### config.mk
export PLATFORM = sky130hd
export DESIGN_NAME = data_memory_responder_flat
export DESIGN_NICKNAME = d
export VERILOG_FILES = /design/src/rtl/data_memory_responder_pkg.sv /design/src/rtl/data_memory_responder_if.sv /design/src/rtl/byte_lane_unit.sv /design/src/rtl/data_memory_responder.sv /design/src/flat_wrapper.sv
export SDC_FILE = /design/constraint.sdc
export NUM_CORES = 2
export LEC_CHECK = 0
export ABC_AREA = 1
export CORE_MARGIN = 1.5
export CORE_UTILIZATION = 50
export CTS_CLUSTER_SIZE = 24
export DETAILED_ROUTE_END_ITERATION = 7
export HOLD_SLACK_MARGIN = 0.12
export PLACE_DENSITY_LB_ADDON = 0.25
export SETUP_SLACK_MARGIN = 0.02
export SLEW_MARGIN = 30
export SYNTH_ARGS = -nofsm -noshare
export SYNTH_HDL_FRONTEND = slang
export SYNTH_SLANG_ARGS = --single-unit
### constraint.sdc
create_clock -name clk -period 5.1 [get_ports clk]
set_clock_uncertainty 0.15 [all_clocks]
set_input_delay 1.275 -clock clk [delete_from_list [all_inputs] [get_ports clk]]
set_output_delay 1.275 -clock clk [all_outputs]
set_load 0.1 [all_outputs]
### src/rtl/data_memory_responder_pkg.sv
// -----------------------------------------------------------------------------
// data_mem_pkg
// Shared types and constants for the data-memory responder.
//   state_e     : responder FSM states (IDLE, BUSY, RESP)
//   WORD_WIDTH  : data word width in bits
//   BYTE_LANES  : bytes per word
//   cnt_width() : width of the wait-state counter for a given WAIT_CYCLES
// -----------------------------------------------------------------------------
package data_mem_pkg;

    localparam int WORD_WIDTH = 32;
    localparam int BYTE_LANES = 4;

    typedef enum logic [1:0] {
        ST_IDLE = 2'd0,
        ST_BUSY = 2'd1,
        ST_RESP = 2'd2
    } state_e;

    // $clog2(WAIT_CYCLES+1) bits hold every count value; kept at least one
    // bit wide so a zero-wait build still has a legal counter vector.
    function automatic int cnt_width(input int wait_cycles);
        int w;
        w = $clog2(wait_cycles + 1);
        return (w < 1) ? 1 : w;
    endfunction

endpackage

### src/rtl/data_memory_responder_if.sv
// -----------------------------------------------------------------------------
// data_memory_responder_if
// Request/response bus between the DataPath data port and the data memory.
//
// Handshake: a transfer happens on a rising edge where valid and ready are
// both high. The request side (req_*) is offered by the master and taken by
// the slave when req_ready is high; the response side (resp_*) is offered by
// the slave and held stable until the master raises resp_ready.
//
//   master : the core / requester
//   slave  : the memory responder
// -----------------------------------------------------------------------------
interface data_memory_responder_if;
    import data_mem_pkg::*;

    logic                  req_valid;
    logic                  req_ready;
    logic                  req_write;
    logic                  req_byte;
    logic [WORD_WIDTH-1:0] req_addr;
    logic [WORD_WIDTH-1:0] req_wdata;
    logic                  resp_valid;
    logic                  resp_ready;
    logic [WORD_WIDTH-1:0] resp_rdata;
    logic                  resp_err;

    modport master (
        output req_valid, req_write, req_byte, req_addr, req_wdata, resp_ready,
        input  req_ready, resp_valid, resp_rdata, resp_err
    );

    modport slave (
        input  req_valid, req_write, req_byte, req_addr, req_wdata, resp_ready,
        output req_ready, resp_valid, resp_rdata, resp_err
    );

endinterface

### src/rtl/byte_lane_unit.sv
// -----------------------------------------------------------------------------
// byte_lane_unit
// Combinational byte-lane handling for the data memory (little-endian,
// lane 0 = bits [7:0]).
//   i_old_word   : current contents of the addressed word
//   i_lane       : byte lane, addr[1:0]
//   i_wdata      : store data (byte stores use bits [7:0])
//   i_byte       : 1 = byte access, 0 = word access
//   o_load_data  : load result (selected lane zero-extended for byte loads)
//   o_store_word : word to write back (lane merged into old word for bytes)
// -----------------------------------------------------------------------------
module byte_lane_unit
    import data_mem_pkg::*;
(
    input  logic [WORD_WIDTH-1:0] i_old_word,
    input  logic [1:0]            i_lane,
    input  logic [WORD_WIDTH-1:0] i_wdata,
    input  logic                  i_byte,
    output logic [WORD_WIDTH-1:0] o_load_data,
    output logic [WORD_WIDTH-1:0] o_store_word
);

    logic [7:0]            w_lane_byte;
    logic [WORD_WIDTH-1:0] w_merged;

    always_comb begin
        w_lane_byte = i_old_word[7:0];
        w_merged    = i_old_word;
        case (i_lane)
            2'd0: begin
                w_lane_byte    = i_old_word[7:0];
                w_merged[7:0]  = i_wdata[7:0];
            end
            2'd1: begin
                w_lane_byte    = i_old_word[15:8];
                w_merged[15:8] = i_wdata[7:0];
            end
            2'd2: begin
                w_lane_byte     = i_old_word[23:16];
                w_merged[23:16] = i_wdata[7:0];
            end
            default: begin
                w_lane_byte     = i_old_word[31:24];
                w_merged[31:24] = i_wdata[7:0];
            end
        endcase

        o_load_data  = i_byte ? {{(WORD_WIDTH-8){1'b0}}, w_lane_byte} : i_old_word;
        o_store_word = i_byte ? w_merged : i_wdata;
    end

endmodule

### src/rtl/data_memory_responder.sv
// -----------------------------------------------------------------------------
// data_memory_responder
// Data-memory end of the CPU data port. Accepts one load/store request at a
// time, waits WAIT_CYCLES extra cycles, then commits the access against an
// internal word-organised RAM and presents the response until it is taken.
//
// Ports
//   clk     : clock, rising edge
//   reset   : asynchronous, active-low reset
//   bus     : request/response bus (slave side), see data_memory_responder_if
//   o_state : current FSM state, for observation
//
// Parameters
//   DEPTH_WORDS : number of 32-bit words; valid byte addresses 0..DEPTH_WORDS*4-1
//   WAIT_CYCLES : extra cycles between accept and response (0 is legal)
// -----------------------------------------------------------------------------
module data_memory_responder
    import data_mem_pkg::*;
#(
    parameter int DEPTH_WORDS = 64,
    parameter int WAIT_CYCLES = 2
) (
    input  logic                    clk,
    input  logic                    reset,
    data_memory_responder_if.slave  bus,
    output logic [1:0]              o_state
);

    localparam int                    CNT_W      = cnt_width(WAIT_CYCLES);
    localparam int                    IDX_W      = (DEPTH_WORDS > 1) ? $clog2(DEPTH_WORDS) : 1;
    localparam logic [WORD_WIDTH-1:0] ADDR_LIMIT = WORD_WIDTH'(DEPTH_WORDS * BYTE_LANES);
    localparam logic [CNT_W-1:0]      CNT_LOAD   = CNT_W'(WAIT_CYCLES);

    localparam logic [1:0] S_IDLE = ST_IDLE;
    localparam logic [1:0] S_BUSY = ST_BUSY;
    localparam logic [1:0] S_RESP = ST_RESP;

    // FSM and counter
    logic [1:0]            r_state;
    logic [1:0]            w_state_next;
    logic [CNT_W-1:0]      r_cnt;
    logic [CNT_W-1:0]      w_cnt_next;
    logic                  r_req_ready;

    // Captured request
    logic                  r_write;
    logic                  r_byte;
    logic [WORD_WIDTH-1:0] r_addr;
    logic [WORD_WIDTH-1:0] r_wdata;

    // Response registers
    logic                  r_resp_valid;
    logic [WORD_WIDTH-1:0] r_resp_rdata;
    logic                  r_resp_err;

    // RAM array (not cleared by reset)
    logic [WORD_WIDTH-1:0] r_mem [DEPTH_WORDS];

    logic                  w_accept;
    logic                  w_consume;
    logic                  w_commit;
    logic                  w_err;
    logic [IDX_W-1:0]      w_idx;
    logic [WORD_WIDTH-1:0] w_old_word;
    logic [WORD_WIDTH-1:0] w_load_data;
    logic [WORD_WIDTH-1:0] w_store_word;

    // r_req_ready is only ever high in IDLE, so this is the IDLE accept.
    assign w_accept  = bus.req_valid & r_req_ready;
    assign w_consume = r_resp_valid & bus.resp_ready;

    // The request is always registered first and committed from the
    // registers: BUSY is visited for WAIT_CYCLES+1 cycles, counting the
    // counter down to zero, which gives a response WAIT_CYCLES+1 edges after
    // the accept edge (one edge for a zero-wait build).
    assign w_commit = (r_state == S_BUSY) && (r_cnt == '0);

    assign w_err = (r_addr >= ADDR_LIMIT) |
                   (~r_byte & (r_addr[1:0] != 2'b00));

    assign w_idx      = r_addr[IDX_W+1:2];
    assign w_old_word = r_mem[w_idx];

    byte_lane_unit u_byte_lane_unit (
        .i_old_word   (w_old_word),
        .i_lane       (r_addr[1:0]),
        .i_wdata      (r_wdata),
        .i_byte       (r_byte),
        .o_load_data  (w_load_data),
        .o_store_word (w_store_word)
    );

    always_comb begin
        w_state_next = r_state;
        w_cnt_next   = r_cnt;
        case (r_state)
            S_IDLE: begin
                if (w_accept) begin
                    w_state_next = S_BUSY;
                    w_cnt_next   = CNT_LOAD;
                end
            end
            S_BUSY: begin
                if (r_cnt == '0) begin
                    w_state_next = S_RESP;
                end else begin
                    w_cnt_next = r_cnt - CNT_W'(1);
                end
            end
            S_RESP: begin
                if (w_consume) begin
                    w_state_next = S_IDLE;
                end
            end
            default: begin
                w_state_next = S_IDLE;
                w_cnt_next   = '0;
            end
        endcase
    end

    always_ff @(posedge clk or negedge reset) begin
        if (!reset) begin
            r_state      <= S_IDLE;
            r_cnt        <= '0;
            r_req_ready  <= 1'b0;
            r_write      <= 1'b0;
            r_byte       <= 1'b0;
            r_addr       <= '0;
            r_wdata      <= '0;
            r_resp_valid <= 1'b0;
            r_resp_rdata <= '0;
            r_resp_err   <= 1'b0;
        end else begin
            r_state     <= w_state_next;
            r_cnt       <= w_cnt_next;
            // Ready is registered from the next state so it rises in the
            // first cycle after reset and one edge after a response is taken.
            r_req_ready <= (w_state_next == S_IDLE);

            if (w_accept) begin
                r_write <= bus.req_write;
                r_byte  <= bus.req_byte;
                r_addr  <= bus.req_addr;
                r_wdata <= bus.req_wdata;
            end

            if (w_commit) begin
                r_resp_valid <= 1'b1;
                r_resp_rdata <= (w_err | r_write) ? '0 : w_load_data;
                r_resp_err   <= w_err;
            end else if (w_consume) begin
                r_resp_valid <= 1'b0;
                r_resp_rdata <= '0;
                r_resp_err   <= 1'b0;
            end
        end
    end

    // Store commit. During reset r_state is IDLE, so a store still in BUSY
    // can never reach this write.
    always_ff @(posedge clk) begin
        if (w_commit && r_write && !w_err) begin
            r_mem[w_idx] <= w_store_word;
        end
    end

    assign bus.req_ready  = r_req_ready;
    assign bus.resp_valid = r_resp_valid;
    assign bus.resp_rdata = r_resp_rdata;
    assign bus.resp_err   = r_resp_err;
    assign o_state        = r_state;

endmodule

### src/flat_wrapper.sv
// flat-port wrapper written by rule: the top's interface ports become plain ports
module data_memory_responder_flat import data_mem_pkg::*;
#(
    parameter int DEPTH_WORDS = 64,
    parameter int WAIT_CYCLES = 2
)
  (clk, reset, o_state, bus_req_valid, bus_req_write, bus_req_byte, bus_req_addr, bus_req_wdata, bus_resp_ready, bus_req_ready, bus_resp_valid, bus_resp_rdata, bus_resp_err);
  data_memory_responder_if bus_i ();
  input  logic clk;
  input  logic reset;
  output logic [1:0] o_state;
  input wire logic [$bits(bus_i.req_valid)-1:0] bus_req_valid;
  input wire logic [$bits(bus_i.req_write)-1:0] bus_req_write;
  input wire logic [$bits(bus_i.req_byte)-1:0] bus_req_byte;
  input wire logic [$bits(bus_i.req_addr)-1:0] bus_req_addr;
  input wire logic [$bits(bus_i.req_wdata)-1:0] bus_req_wdata;
  input wire logic [$bits(bus_i.resp_ready)-1:0] bus_resp_ready;
  output wire logic [$bits(bus_i.req_ready)-1:0] bus_req_ready;
  output wire logic [$bits(bus_i.resp_valid)-1:0] bus_resp_valid;
  output wire logic [$bits(bus_i.resp_rdata)-1:0] bus_resp_rdata;
  output wire logic [$bits(bus_i.resp_err)-1:0] bus_resp_err;
  assign bus_i.req_valid = bus_req_valid;
  assign bus_i.req_write = bus_req_write;
  assign bus_i.req_byte = bus_req_byte;
  assign bus_i.req_addr = bus_req_addr;
  assign bus_i.req_wdata = bus_req_wdata;
  assign bus_i.resp_ready = bus_resp_ready;
  assign bus_req_ready = bus_i.req_ready;
  assign bus_resp_valid = bus_i.resp_valid;
  assign bus_resp_rdata = bus_i.resp_rdata;
  assign bus_resp_err = bus_i.resp_err;
  data_memory_responder #(.DEPTH_WORDS(DEPTH_WORDS), .WAIT_CYCLES(WAIT_CYCLES)) u_core (.clk(clk), .reset(reset), .bus(bus_i), .o_state(o_state));
endmodule
# Yosys cells after proc, flatten, opt, wreduce, memory -nomap -nowiden
# Memory sizes are Yosys's and may differ from the RTL's.
# Index checks and enable logic that the tools add are counted.
[op_classes]
n_addsub = 1
order_cmp = 1
n_eq_ne = 6
n_mux = 22
bitwise_logic = 7
reduce_logical = 12
[ops]
columns = ["op", "n"]
rows = [
  ["$mux W32", 5],
  ["$ge A32 B9 Y1 const B", 1],
  ["$mux W8", 4],
  ["$pmux W8 S3", 1],
  ["$pmux W2 S3", 2],
  ["$mux W2", 5],
  ["$logic_not A2 Y1", 4],
  ["$mux W1", 5],
  ["$eq A2 B1 Y1 const B", 2],
  ["$eq A2 B2 Y1 const B", 2],
  ["$reduce_bool A2 Y1", 2],
  ["$and A1 B1 Y1", 3],
  ["$logic_and A1 B1 Y1", 3],
  ["$reduce_and A3 Y1", 1],
  ["$reduce_or A3 Y1", 1],
  ["$ne A2 B1 Y1 const B", 1],
  ["$ne A2 B2 Y1 const B", 1],
  ["$not A1 Y1", 2],
  ["$or A1 B1 Y1", 2],
  ["$sub A2 B1 Y2 const B", 1],
  ["$logic_not A1 Y1", 1],
]
[totals]
reg_bits = 105
ram_bits = 2048
in_bits = 70
output_inout_bits = 37
elab_cells = 60
n_memories = 1
[memory_table]
columns = ["memory", "depth", "width", "rd", "rd_clocked_by_memory_dff", "write_ports", "line_no", "rtl"]
rows = [
  ["u_core.r_mem", 64, 32, 1, 0, 1, "data_memory_responder.sv:57", "logic [WORD_WIDTH-1:0] r_mem [DEPTH_WORDS];"],
]

# Logic depth before layout (Yosys ltp)
[logic_depth]
word_depth = 7
mapped_depth = 18
depth_no_buf = 16

# Hierarchy
# A second synthesis with hierarchy kept.
[unflattened]
hier_cells = 9074
hier_area_um2 = 93303.2
[by_module_without_submodules]
columns = ["mod", "n_inst", "cells_per_inst", "area_each_um2", "seq_area_each_um2"]
rows = [
  ["data_memory_responder", 1, 8800, 92092.1, 64126.5],
  ["byte_lane_unit", 1, 274, 1211.2, 0.0],
]

# Worst setup path before layout
# OpenSTA, ideal clock, no wires.
[synth_path]
path_type = "reg2reg"
start = "register u_core.r_addr[2]"
end = "memory u_core.r_mem[0][12], data pin"
setup_ps = 702
arrival_ps = 4127
required_time_ps = 4248
slack_ps = 121
path_stages_with_launch = 15
path_buffers = 3
period_less_slack_ps = 4979
path_cell_list = "dfrtp_1 > inv_2 > buf_6 > buf_2 > clkbuf_1 > nand2_1 > nand2_1 > nand2_1 > a21oi_1 > o21ai_0 > nand2_1 > nor2_1 > nand2_1 > nor2_1 > o21ai_0"
[synth_between]
elab_chain_len = 3
[synth_rtl]
columns = ["item", "line_no", "rtl"]
rows = [
  ["from (decl)", "data_memory_responder.sv:48", "logic [WORD_WIDTH-1:0] r_addr;"],
  ["from (signal assigned)", "data_memory_responder.sv:144", "r_addr <= bus.req_addr;"],
  ["$mem_v2 Z64 W32", "n/a", ""],
  ["$mux W8", "byte_lane_unit.sv:29", "case (i_lane)"],
  ["$mux W32", "byte_lane_unit.sv:49", "o_store_word = i_byte ? w_merged : i_wdata;"],
  ["named net u_core.u_byte_lane_unit.o_store_word[12]", "byte_lane_unit.sv:20", "output logic [WORD_WIDTH-1:0] o_store_word"],
  ["to (decl)", "data_memory_responder.sv:57", ""],
]
# The timed path passes the listed nets, and every way through them passes these cells.

# Worst setup path in the final report
[layout_path]
start = "register u_core.r_addr[2]"
end = "memory u_core.r_mem[52][3], data pin"
# The elaborated chain is that of the path after synthesis.

==> tab_implementation.tex <==
\begin{tabular}{lr}
\hline
Metric & Value \\
\hline
\multicolumn{2}{l}{\textbf{Place}} \\
Post-DP HPWL & 150000 um \\
Post-placement cell area & 0.0957 sq mm \\
Final Wtd Congestion & 0.961 \\
PortBufs & 106 \\
\multicolumn{2}{l}{\textbf{Logic synthesis}} \\
Most frequently used flop master after synthesis & sky130\_fd\_sc\_hd\_\_edfxtp\_1 \\
Gate count of the mapped netlist & 8205 \\
Dominant cells by area after synthesis & sky130\_fd\_sc\_hd\_\_edfxtp\_1 (68\%), sky130\_fd\_sc\_hd\_\_nand2\_1 (15\%), sky130\_fd\_sc\_hd\_\_dfrtp\_1 (2.9\%) \\
Async SR Flop Fraction & 4.88\% \\
Post-synthesis sequential element count & 2153 \\
Area share of the largest cell type after synthesis & 68.3\% \\
Net Count, Synth & 8276 \\
Yosys cell types & 34 \\
YS warnings & 0 \\
Number of enable flip-flop cells after synthesis & 2048 \\
Register area share after synthesis & 71.3\% \\
Post-synthesis cell type with the largest combined area & sky130\_fd\_sc\_hd\_\_edfxtp\_1 \\
Average footprint of a synthesized cell & 11.0 sq um \\
Cell area after technology mapping & 0.0900 sq mm \\
\multicolumn{2}{l}{\textbf{Floorplanning}} \\
Top-level I/O count & 107 \\
Placeable core region & 0.179 sq mm \\
Horiz. Die Dim & 427 um \\
Area of the die & 0.183 sq mm \\
Initial core utilization & 50.4\% \\
Row cnt & 155 \\
Vertical die dimension & 427 um \\
\multicolumn{2}{l}{\textbf{Global route}} \\
Number of antenna violations at the first check in global routing & 2 \\
Total gr overflow & 0 \\
Wire length of the first global-routing pass & 386000 um \\
Via count of the first global-routing pass & 57743 \\
Overall global routing resource usage & 29.2\% \\
Maximum number of pins on one net before global-route repair & 169 \\
\multicolumn{2}{l}{\textbf{Timing}} \\
Final count of negative-setup-slack endpoints & 0 \\
Time the worst path needs with I/O delays and setup & 4.21 ns \\
Final number of hold-violating endpoints & 0 \\
Max\_slew headroom & 30.4\% \\
Final count of pins violating max slew & 0 \\
Maximum operating frequency & 238 MHz \\
Final worst-path cycle share & 82.5\% \\
Total Negative Setup Slacks & 0 ns \\
Worst Tran Pin Value & 1.04 ns \\
RSZ-0062 raised after global routing & false \\
\multicolumn{2}{l}{\textbf{Power and ir drop}} \\
Power density normalized to cell area & 659 mW/mm\^{}2 \\
Net switching component of the power & 26.8 mW \\
Total internal power & 40.8 mW \\
Combinational cell fraction of total power & 37.9\% \\
Proportion of power drawn by flip-flops and latches & 39.5\% \\
Worst VDD drop & 0.607 mV \\
Clock network power share & 22.5\% \\
Pleak & 40.9 nW \\
Switching part of the total & 39.7\% \\
\multicolumn{2}{l}{\textbf{Clock tree}} \\
Sink Count & 2153 \\
Hold buffers post-CTS & 0 \\
Insertion delay to the later sink of the worst-skew pair & 0.88 ns \\
Cell at the root of the clock tree & sky130\_fd\_sc\_hd\_\_clkbuf\_16 \\
Cts repair resizes & 0 \\
Worst-case clock buffer depth & 3 \\
CTS tree & yes \\
Clock transition at path regs & 0.06 ns \\
Count of H-tree levels built during CTS & 4 \\
Cts bufs inserted & 216 \\
Number of setup buffers added after CTS & 0 \\
\multicolumn{2}{l}{\textbf{Outcome}} \\
Run status & finished clean \\
\multicolumn{2}{l}{\textbf{Drt}} \\
Total length of routed wires & 267000 um \\
DRC violation total after the first TritonRoute iteration & 6995 \\
Remaining antenna violation count after routing & 0 \\
Routed wire length per instance & 24.4 um \\
Overall via count from detail\_route & 60944 \\
Via/cell ratio & 5.58 \\
DR pass1 iterations & 6 \\
Number of DRC violations after detailed routing & 0 \\
\multicolumn{2}{l}{\textbf{Cells and area}} \\
Number of nets in the finished design & 8446 \\
Final Cell Area & 0.102 sq mm \\
Commonest cells after routing, fill and taps aside & sky130\_fd\_sc\_hd\_\_nand2\_1 (3471), sky130\_fd\_sc\_hd\_\_edfxtp\_1 (2048), sky130\_fd\_sc\_hd\_\_inv\_1 (521) \\
Layout overhead on the synthesized area & 13.8\% \\
Filler Cell Count & 14382 \\
Fraction of layout instances using a drive strength above 1 & 9.89\% \\
Most common library cell in the layout ignoring fill and taps & sky130\_fd\_sc\_hd\_\_nand2\_1 \\
Utilization after layout & 57.4\% \\
\multicolumn{2}{l}{\textbf{Setup path}} \\
Max FO, Critical Path & 114 \\
Arrival time of data at the critical path endpoint & 4.67 ns \\
Reg2reg setup slack & 0.89 ns \\
Type of element launching the critical path & flip-flop \\
WS Path Type & flip-flop to flip-flop \\
Crit path capture type & flip-flop \\
Data required, critical path & 5.56 ns \\
\multicolumn{2}{l}{\textbf{Job}} \\
Max-Cap Viols & 0 \\
\multicolumn{2}{l}{\textbf{Hold path}} \\
Min-delay worst type & input pin to asynchronous set/reset pin \\
\hline
\end{tabular}
cell families (layout without fill, tap and decap cells):
group	count (synthesis)	count (layout)	synth area share [%]
buffers and inverters	946	1301	4.67
multiplexers	47	47	0.588
adder cells (fa/ha/maj)	1	1	0.0139
AND/OR/NAND/NOR	4399	4399	19.4
AO/OA/AOI/OAI	659	659	4.12
other	0	4	0
flip-flops	2153	2153	71.3
worst max-delay path, cell delays in order (launching register included):
cell and delay [ns]:
sky130_fd_sc_hd__dfrtp_4 0.63, sky130_fd_sc_hd__inv_8 0.67, sky130_fd_sc_hd__buf_4 0.58, sky130_fd_sc_hd__nand2_1 0.10
sky130_fd_sc_hd__nand3_1 0.09, sky130_fd_sc_hd__nand2_1 0.06, sky130_fd_sc_hd__o21ai_1 0.49, sky130_fd_sc_hd__nand2_1 0.13
sky130_fd_sc_hd__nor2_1 0.13, sky130_fd_sc_hd__buf_4 0.12, sky130_fd_sc_hd__nand2_1 0.08, sky130_fd_sc_hd__nand2_1 0.12
sky130_fd_sc_hd__o21ai_4 0.23, sky130_fd_sc_hd__buf_12 0.25
stage by stage:
step,power (mW),std cells,hold WS [ns],setup WS (ns)
floorplan,42.0,8205,0.330,0.121
global placement,51.7,10511,0.339,1.08
detailed placement,52.2,10512,0.344,1.05
CTS,67.3,10915,0.311,0.930
global route,70.4,10915,0.350,0.765
finish,67.6,10919,0.324,0.892
state kept, by name, summed over array words and instances (netlist names), 2 cells and up:
signal	count
u_core.r_mem	2048
u_core.r_addr	32
u_core.r_cnt	2
u_core.bus.resp_rdata	32
u_core.o_state	2
u_core.r_wdata	32
power groups by stage:
stage          Combinational [mW]  Sequential, mW  Clock, mW
2_1_floorplan                14.2            27.9          0
3_3_place_gp                 24.7            27.0          0
3_5_place_dp                 25.1            27.1          0
4_1_cts                      25.2            26.7       15.4
5_1_grt                      27.6            26.7       16.0
6_report                     25.6            26.7       15.2
cell usage after synthesis (all sizes together) (5+ instances only):
cell type and number:
and2 5, nor2 440, clkbuf 149, nor3 11, nand2 3481, mux2 47, a22oi 9, nand3 278
inv 530, a21oi 135, o21ai 371, o211ai 123, buf 266, or2 173, dfrtp 105, a22o 20
edfxtp 2048
layout make-up:
type | count | area (sq um) | area share (%)
Sequential cell | 2153 | 64100 | 62.6
Multi-Input combinational cell | 5106 | 22500 | 22.0
Clock buffer | 279 | 5780 | 5.64
Timing Repair Buffer | 367 | 4070 | 3.98
Tap cell | 2355 | 2950 | 2.88
Inverter | 531 | 2010 | 1.97
Clock inverter | 124 | 975 | 0.951
Antenna cell | 4 | 10.0 | 0.00977
per-layer routing:
| metal | track usage (%) | share of wire (%) | wire length, um | vias to the layer above |
|---|---|---|---|---|
| li1 | - | - | - | 27578 |
| met1 | 39.7 | 40 | 106000 | 29749 |
| met2 | 45.8 | 46 | 122000 | 3005 |
| met3 | 4.61 | 8.8 | 23500 | 612 |
| met4 | 14.6 | 5.4 | 14500 | 0 |
| met5 | 0 | 0 | 0 | - |
final timing paths:
path,start,end,cells after the start
max,u_core.r_addr[2],u_core.r_mem[52][3],13
min,reset,u_core.r_addr[20],2
max reg2reg,u_core.r_addr[2],u_core.r_mem[52][3],13
min reg2reg,u_core.r_addr[29],u_core.r_addr[29],1
max in group asynchronous,reset,u_core.r_wdata[8],2
min in group clk,u_core.r_addr[29],u_core.r_addr[29],1
(Power assumes the default switching activity.)
